==> src/rtl/multicycle_ctrl.sv <==
// Multicycle control FSM: fetch/decode/execute/memory/writeback sequencing
// for a shared single-ALU, single-memory datapath, with memory wait timeout.
module multicycle_ctrl #(
  parameter int unsigned WAIT_MAX = 8
) (
  input  logic       clk,
  input  logic       rst_n,
  input  logic [5:0] op,
  input  logic       zero,
  input  logic       mem_ready,
  output logic       pc_write,
  output logic [1:0] pc_src,
  output logic       i_or_d,
  output logic       mem_read,
  output logic       mem_write,
  output logic       ir_write,
  output logic       reg_dest,
  output logic       mem_to_reg,
  output logic       reg_write,
  output logic       alu_src_a,
  output logic [1:0] alu_src_b,
  output logic [2:0] alu_op,
  output logic [3:0] state,
  output logic       instr_done,
  output logic       illegal_op,
  output logic       bus_err
);

  typedef enum logic [3:0] {
    FETCH    = 4'd0,
    DECODE   = 4'd1,
    MEM_ADDR = 4'd2,
    MEM_RD   = 4'd3,
    MEM_WB   = 4'd4,
    MEM_WR   = 4'd5,
    EXEC_R   = 4'd6,
    R_WB     = 4'd7,
    EXEC_I   = 4'd8,
    I_WB     = 4'd9,
    BRANCH   = 4'd10,
    JUMP     = 4'd11
  } state_t;

  localparam logic [5:0] OP_R    = 6'b000000;
  localparam logic [5:0] OP_SW   = 6'b000001;
  localparam logic [5:0] OP_LW   = 6'b000010;
  localparam logic [5:0] OP_ADDI = 6'b000011;
  localparam logic [5:0] OP_SLTI = 6'b000100;
  localparam logic [5:0] OP_ANDI = 6'b000101;
  localparam logic [5:0] OP_ORI  = 6'b000110;
  localparam logic [5:0] OP_BEQ  = 6'b000111;
  localparam logic [5:0] OP_BNE  = 6'b001000;
  localparam logic [5:0] OP_JMP  = 6'b001001;

  state_t     curState;
  state_t     nextState;
  logic [5:0] opQ;
  logic [3:0] waitCnt;
  logic       memWait;
  logic       timeout;

  assign memWait = (curState inside {FETCH, MEM_RD, MEM_WR}) && !mem_ready;
  assign timeout = memWait && (waitCnt == 4'(WAIT_MAX - 1));

  always_comb begin
    nextState = FETCH;
    case (curState)
      FETCH:    nextState = mem_ready ? DECODE : FETCH;
      DECODE: begin
        case (op)
          OP_R:                              nextState = EXEC_R;
          OP_SW, OP_LW:                      nextState = MEM_ADDR;
          OP_ADDI, OP_SLTI, OP_ANDI, OP_ORI: nextState = EXEC_I;
          OP_BEQ, OP_BNE:                    nextState = BRANCH;
          OP_JMP:                            nextState = JUMP;
          default:                           nextState = FETCH;
        endcase
      end
      MEM_ADDR: nextState = (opQ == OP_LW) ? MEM_RD : MEM_WR;
      MEM_RD:   nextState = mem_ready ? MEM_WB : MEM_RD;
      MEM_WR:   nextState = mem_ready ? FETCH : MEM_WR;
      EXEC_R:   nextState = R_WB;
      EXEC_I:   nextState = I_WB;
      default:  nextState = FETCH;
    endcase
  end

  // Timeout overrides the normal transition: a stalled memory state falls back to FETCH.
  always_ff @(posedge clk) begin
    if (!rst_n) begin
      curState <= FETCH;
      waitCnt  <= '0;
      opQ      <= '0;
      bus_err  <= 1'b0;
    end else begin
      if (curState == DECODE) opQ <= op;
      if (timeout) begin
        curState <= FETCH;
        waitCnt  <= '0;
        bus_err  <= 1'b1;
      end else begin
        curState <= nextState;
        waitCnt  <= memWait ? waitCnt + 4'd1 : '0;
      end
    end
  end

  always_comb begin
    pc_write   = 1'b0;
    pc_src     = 2'b00;
    i_or_d     = 1'b0;
    mem_read   = 1'b0;
    mem_write  = 1'b0;
    ir_write   = 1'b0;
    reg_dest   = 1'b0;
    mem_to_reg = 1'b0;
    reg_write  = 1'b0;
    alu_src_a  = 1'b0;
    alu_src_b  = 2'b00;
    alu_op     = 3'b000;
    instr_done = 1'b0;
    illegal_op = 1'b0;
    state      = rst_n ? curState : 4'd0;
    if (rst_n) begin
      case (curState)
        FETCH: begin
          mem_read  = 1'b1;
          alu_src_b = 2'b01;
          alu_op    = 3'b001;
          ir_write  = mem_ready;
          pc_write  = mem_ready;
        end
        DECODE: begin
          alu_src_b  = 2'b11;
          alu_op     = 3'b001;
          illegal_op = !(op inside {OP_R, OP_SW, OP_LW, OP_ADDI, OP_SLTI,
                                    OP_ANDI, OP_ORI, OP_BEQ, OP_BNE, OP_JMP});
        end
        MEM_ADDR: begin
          alu_src_a = 1'b1;
          alu_src_b = 2'b10;
          alu_op    = 3'b001;
        end
        MEM_RD: begin
          mem_read = 1'b1;
          i_or_d   = 1'b1;
        end
        MEM_WB: begin
          reg_write  = 1'b1;
          mem_to_reg = 1'b1;
          instr_done = 1'b1;
        end
        MEM_WR: begin
          mem_write  = 1'b1;
          i_or_d     = 1'b1;
          instr_done = mem_ready;
        end
        EXEC_R: alu_src_a = 1'b1;
        R_WB: begin
          reg_write  = 1'b1;
          reg_dest   = 1'b1;
          instr_done = 1'b1;
        end
        EXEC_I: begin
          alu_src_a = 1'b1;
          alu_src_b = 2'b10;
          case (opQ)
            OP_SLTI: alu_op = 3'b101;
            OP_ANDI: alu_op = 3'b011;
            OP_ORI:  alu_op = 3'b100;
            default: alu_op = 3'b001;
          endcase
        end
        I_WB: begin
          reg_write  = 1'b1;
          instr_done = 1'b1;
        end
        BRANCH: begin
          alu_src_a  = 1'b1;
          alu_op     = 3'b010;
          pc_src     = 2'b01;
          instr_done = 1'b1;
          pc_write   = ((opQ == OP_BEQ) && zero) || ((opQ == OP_BNE) && !zero);
        end
        JUMP: begin
          pc_src     = 2'b10;
          pc_write   = 1'b1;
          instr_done = 1'b1;
        end
        default: ;
      endcase
    end
  end

endmodule

==> config.mk <==
export PLATFORM = sky130hd
export DESIGN_NAME = multicycle_ctrl
export DESIGN_NICKNAME = d
export VERILOG_FILES = /design/src/rtl/multicycle_ctrl.sv
export SDC_FILE = /design/constraint.sdc
export NUM_CORES = 1
export LEC_CHECK = 0
export BUFFER_PORTS_ARGS = -buffer_cell sky130_fd_sc_hd__buf_2
export CAP_MARGIN = 10
export CORE_MARGIN = 2
export CORE_UTILIZATION = 52
export DETAILED_ROUTE_END_ITERATION = 10
export PLACE_DENSITY = 0.78
export SLEW_MARGIN = 5
export SYNTH_ARGS = -nofsm -noshare
export SYNTH_HDL_FRONTEND = slang
export SYNTH_SLANG_ARGS = --single-unit
==> constraint.sdc <==
create_clock -name clk -period 1.8 [get_ports clk]
set_input_delay 0.09 -clock clk [delete_from_list [all_inputs] [get_ports clk]]
set_output_delay 0.09 -clock clk [all_outputs]
set_load 0.05 [all_outputs]
==> results of run 1 <==
==> worst max-delay path, delay by kind of cell, from the launching register on <==
kind / cells / cell delay [ns]
flip-flops: 1 / 0.32
AND/OR/NAND/NOR: 4 / 0.86
buffers and inverters: 1 / 0.20
==> cells by family (layout without fill, tap and decap cells) <==
kind of cell	count (synthesis)	count (layout)	share of synthesized area
xor gates and xnor gates	6	6	0.0419
buffers and inverters	18	52	0.0847
muxes	6	6	0.0479
adders and majority gates	1	1	0.00997
DFF	15	15	0.239
and+or+nand+nor	80	80	0.361
AOI/OAI and AO/OA	33	33	0.215
==> final timing paths <==
kind                                  start        end  slack, ns  depth (start not counted)
worst max-delay path            curState[2]  alu_op[2]       0.05                          5
worst min-delay path                  op[5]     opQ[5]       0.10                          3
worst max register to register  curState[3]     opQ[4]       0.24                          6
worst min register to register      bus_err    bus_err       0.48                          1
==> per-stage QoR <==
step	cell area, um2	hold slack (ns)
6_report	1550	0.104
5_1_grt	1550	0.132
4_1_cts	1530	0.0968
3_5_place_dp	1490	0.411
3_3_place_gp	1490	0.384
2_1_floorplan	1290	0.250
==> layer usage <==
layer	vias to the layer above	part of all wire
li1	624	-
met1	595	0.44
met2	35	0.52
met3	2	0.034
met4	0	0.0077
met5	-	0
==> cell type report <==
class                      count  area (um2)  share of cell area
multi-input combinational    126         893               0.575
sequential                    15         304               0.196
timing repair buffer          43         275               0.177
tap                           28        35.0              0.0225
clock buffer                   3        22.5              0.0145
inverter                       5        18.8              0.0121
clock inverter                 1        5.00             0.00322
==> Yosys cell counts (3+ instances only) <==
cell	instances	area, um2
a21oi_1	7	35.0
and2_1	5	31.3
buf_2	4	20.0
buf_4	3	22.5
buf_6	3	33.8
clkbuf_1	3	11.3
dfxtp_1	15	300
inv_1	5	18.8
mux2i_1	6	60.1
nand2_1	12	45.0
nand2b_1	3	18.8
nand3_1	5	25.0
nand3b_1	6	45.0
nor2_1	22	82.6
nor2b_1	7	43.8
nor3_1	6	30.0
o21ai_0	7	35.0
xor2_1	5	43.8
==> power by group through the flow <==
| stage | clock, W | combinational [W] | sequential, W |
|---|---|---|---|
| 6_report | 0.000190 | 0.000230 | 0.000363 |
| 3_3_place_gp | 0 | 0.000217 | 0.000368 |
| 5_1_grt | 0.000207 | 0.000249 | 0.000365 |
| 2_1_floorplan | 0 | 0.000174 | 0.000362 |
| 4_1_cts | 0.000197 | 0.000228 | 0.000362 |
| 3_5_place_dp | 0 | 0.000224 | 0.000369 |
==> flip-flops by register name, indices dropped and copies added, names as in the netlist <==
signal	cells
opQ	6
curState	4
waitCnt	4
bus_err	1
==> what timing repair did <==
item	4_1_cts	5_1_grt
resized for setup	5	8
buffers inserted	1	0
endpoints found under the setup margin	5	5
cloned	0	0
==> results.cfg, run 1 <==
[place]
gp_congestion = 0.821
place_inst = 216
dp_slack_ns = 0.234
io_buffers = 32
dp.final_hpwl_mm = 2.37

[job]
drv_cap = 0

[clock_network]
cts_made_buffers = 3
cts-root-buf = clkbuf_4
cts.sink_count = 15
path_clk_slew_ns = 0.09
hold_buffers = 0
cts_max_path_buffers = 2
clkLatencyLatePin_ns = 0.28
cts_tree = built
cts_htree_levels = 1

[floorplan]
io_pins = 33
std_cell_rows = 17
core_um2 = 2250
die_w_um = 53.1
start_util = 0.557
die-area_um2 = 2820
die_y_um = 53.1

[drt]
post_drt_wl_per_cell_um = 14.0
ant_nets = 0
drt-initial-drc-count = 37
firstDrtPassIters = 4
routed_via_density = 5.68
drc = 0
drt-total-wl_mm = 3.10
vias = 1256

[logic_synthesis]
synth_seq_area_share = 0.239
synth-edff-count = 0
synthCells = 159
yosysWarnings = 0
synthFlopType = dfxtp_1
avgSynthCellArea_um2 = 7.89
netlist_area_um2 = 1250
synthesis.nets = 170
synth_seq_cells = 15
async_flop_share = 0
ys_types = 47

[grt]
grt_max_degree = 26
antenna_found_initial = 0
gr-usage-met3 = 0.0452
grt_pass1_wl_mm = 5.00
gr-total-overflow = 0
busiest_layer = met2
grt_pass1_vias = 1080
grt_usage = 0.238
grt_use_met1 = 0.320
met2_usage = 0.404

[finish]
final_cell_mix = buf_2 (27), nor2_1 (21), nand2_1 (12), dfxtp_1 (12), buf_4 (11)
drive_gt1_frac = 0.368
layout_commonest_cell = buf_2
final_core_util = 0.689
fill_cells = 196
area_growth_pct = 23.8
instances_no_fill = 221
nets = 205
diodes = 0

[worst_setup_path]
crit_path_top_delay_cell = or3b_4
required_ns = 1.71
slowest_delay_ns = 0.42
worst-setup-path-type = reg -> out
cp-end-kind = output pin
startpoint_type = register
worstPathCellList = and2b_4 > nand2_4 > or3b_4 > nor2_2 > buf_4
cp_max_fo = 5
worstPathArrival_ns = 1.66

[pwr]
combPwrFrac = 0.294
power_frac_clock = 0.242
p_sw_w = 0.000270
p_int_w = 0.000514
power_per_cell_area_nw_per_um2 = 504
p_leak_nw = 0.669
ir_drop_mv = 0.624
pwr-share-seq = 0.464
sw_frac_of_total = 0.344
power.total_w = 0.000784

[run_status]
status = complete, no violations

[timing]
clock_skew_ns = 0.00378
setup_viol = 0
hold_viol_final = 0
timing.final.ws_setup_ns = 0.0540
fin_crit_sh = 0.970
slew_headroom = 0.717
worstMarginPinSlew_ns = 0.421
fin_crit_ns = 1.75
final.setup.tns_ns = 0
finalMaxSlewViolations = 0
max_freq_mhz = 573

[min_path]
hp-class = in -> reg
Note: power is estimated with default switching activity, not from simulation.
==> run 2: changes to the inputs <==
Settings changed: CTS_BUF_LIST set to sky130_fd_sc_hd__clkbuf_16.
==> results.cfg, run 2 (synthesis gave the netlist of run 1 again) <==
[finish]
top_register = opQ
seqCellArea_um2 = 303
fill_cells = 188
layout_commonest_cell = buf_2
multi_input_area_um2 = 891
area_growth_pct = 27.0
largestRegisters = opQ x6, curState x4, waitCnt x4
final_core_util = 0.707
diodes = 0
nets = 205
drive_gt1_frac = 0.358
largest_reg_flops = 6
final_cell_mix = buf_2 (29), nor2_1 (21), dfxtp_1 (13)

[drt]
vias = 1259
routed_via_density = 5.70
ant_nets = 0
post_drt_wl_per_cell_um = 14.3
drt-initial-drc-count = 35
drc = 0
firstDrtPassIters = 4
drt-total-wl_mm = 3.16

[place]
dp_slack_ns = 0.234
gp_congestion = 0.821
dp.final_hpwl_mm = 2.37
io_buffers = 32

[min_path]
holdCritStartpoint = op[5]
hp-class = in -> reg
whs_path_depth = 3
min_to = opQ[5]

[timing]
worstMarginPinSlew_ns = 0.438
timing.final.ws_setup_ns = 0.0523
clock_skew_ns = 0.00169
fin_crit_sh = 0.971
hold_viol_final = 0
slew_headroom = 0.706
finalMaxSlewViolations = 0
max_freq_mhz = 572
setup_viol = 0
fin_crit_ns = 1.75

[clock_network]
cts_tree = built
cts_made_buffers = 3
cts-root-buf = clkbuf_16
cts.sink_count = 15
cts_max_path_buffers = 2
clkLatencyLatePin_ns = 0.24
path_clk_slew_ns = 0.05
cts_htree_levels = 1
hold_buffers = 0

[worst_setup_path]
worstPathArrival_ns = 1.66
slowest_delay_ns = 0.42
cp_max_fo = 5
worstPathCellList = and2b_4 > nand2_4 > or3b_4 > nor2_2 > clkbuf_4
required_ns = 1.71
cp-end-kind = output pin
crit_path_top_delay_cell = or3b_4
worst_r2r_path_depth = 6
startpoint_type = register
r2r_setup_slack_ns = 0.26
r2r_start = curState[2]
worst-setup-path-type = reg -> out
timing.rr.end = curState[1]

[pwr]
power.total_w = 0.00102
ir_drop_mv = 1.14
p_leak_nw = 0.691
power_per_cell_area_nw_per_um2 = 639

[floorplan]
start_util = 0.557
die-area_um2 = 2820
std_cell_rows = 17
die_y_um = 53.1
io_pins = 33
core_um2 = 2250
die_w_um = 53.1

[grt]
grt_max_degree = 26
grt_pass1_wl_mm = 5.17
antenna_found_initial = 0
grt_usage = 0.246
gr-total-overflow = 0
grt_pass1_vias = 1099

[run_status]
status = complete, no violations

[job]
drv_cap = 0
run 2: critical path, delay by kind of cell, from the launching register on:
family                 cells  cell delay [ns]
AND/OR/NAND/NOR            4             0.79
flip-flops                 1             0.40
buffers and inverters      1             0.23
run 2: report_power, final:
part | total [W] | internal [W] | leakage [nW] | switching, W
registers | 0.000365 | 0.000346 | 0.123 | 0.0000186
clock network | 0.000425 | 0.000296 | 0.0409 | 0.000129
logic | 0.000230 | 0.0000857 | 0.527 | 0.000144
run 2: layer usage:
layer / wire length [um] / vias up / part of all wire / track usage
met5: 0 / - / 0 / 0
met1: 1400 / 597 / 0.44 / 0.333
li1: - / 624 / - / -
met2: 1600 / 35 / 0.51 / 0.417
met4: 27 / 0 / 0.0085 / 0.0214
met3: 135 / 3 / 0.043 / 0.0508
run 2: what timing repair did:
item | in CTS | in global routing
setup endpoints to repair | 0 | 9
resized for setup | 0 | 8
buffers inserted | 0 | 1
run 2: final cells by class:
class	instances	share of cell area
multi-input combinational	126	0.559
timing repair buffer	43	0.167
inverter	5	0.0118
clock inverter	1	0.00314
clock buffer	3	0.0471
sequential	15	0.190
tap	28	0.0220
run 2: stage by stage:
stage	setup TNS (ns)	hold slack [ns]	instances	instance area (um2)
after floorplan	0	0.250	159	1290
after global placement	0	0.384	216	1490
after detailed placement	0	0.411	216	1490
after CTS	0	0.165	220	1570
after global routing	-0.000889	0.192	221	1590
final	0	0.169	221	1590
run 2: how the worst max path moves through the flow:
stage | end | startpoint | slack (ns)
final | alu_op[2] | curState[3] | 0.05
after global routing | reg_write | curState[0] | -0.0009
after CTS | alu_op[1] | curState[3] | 0.0005
after detailed placement | opQ[4] | curState[0] | 0.23
after global placement | alu_op[1] | curState[1] | 0.29
after floorplan | illegal_op | curState[1] | 0.03
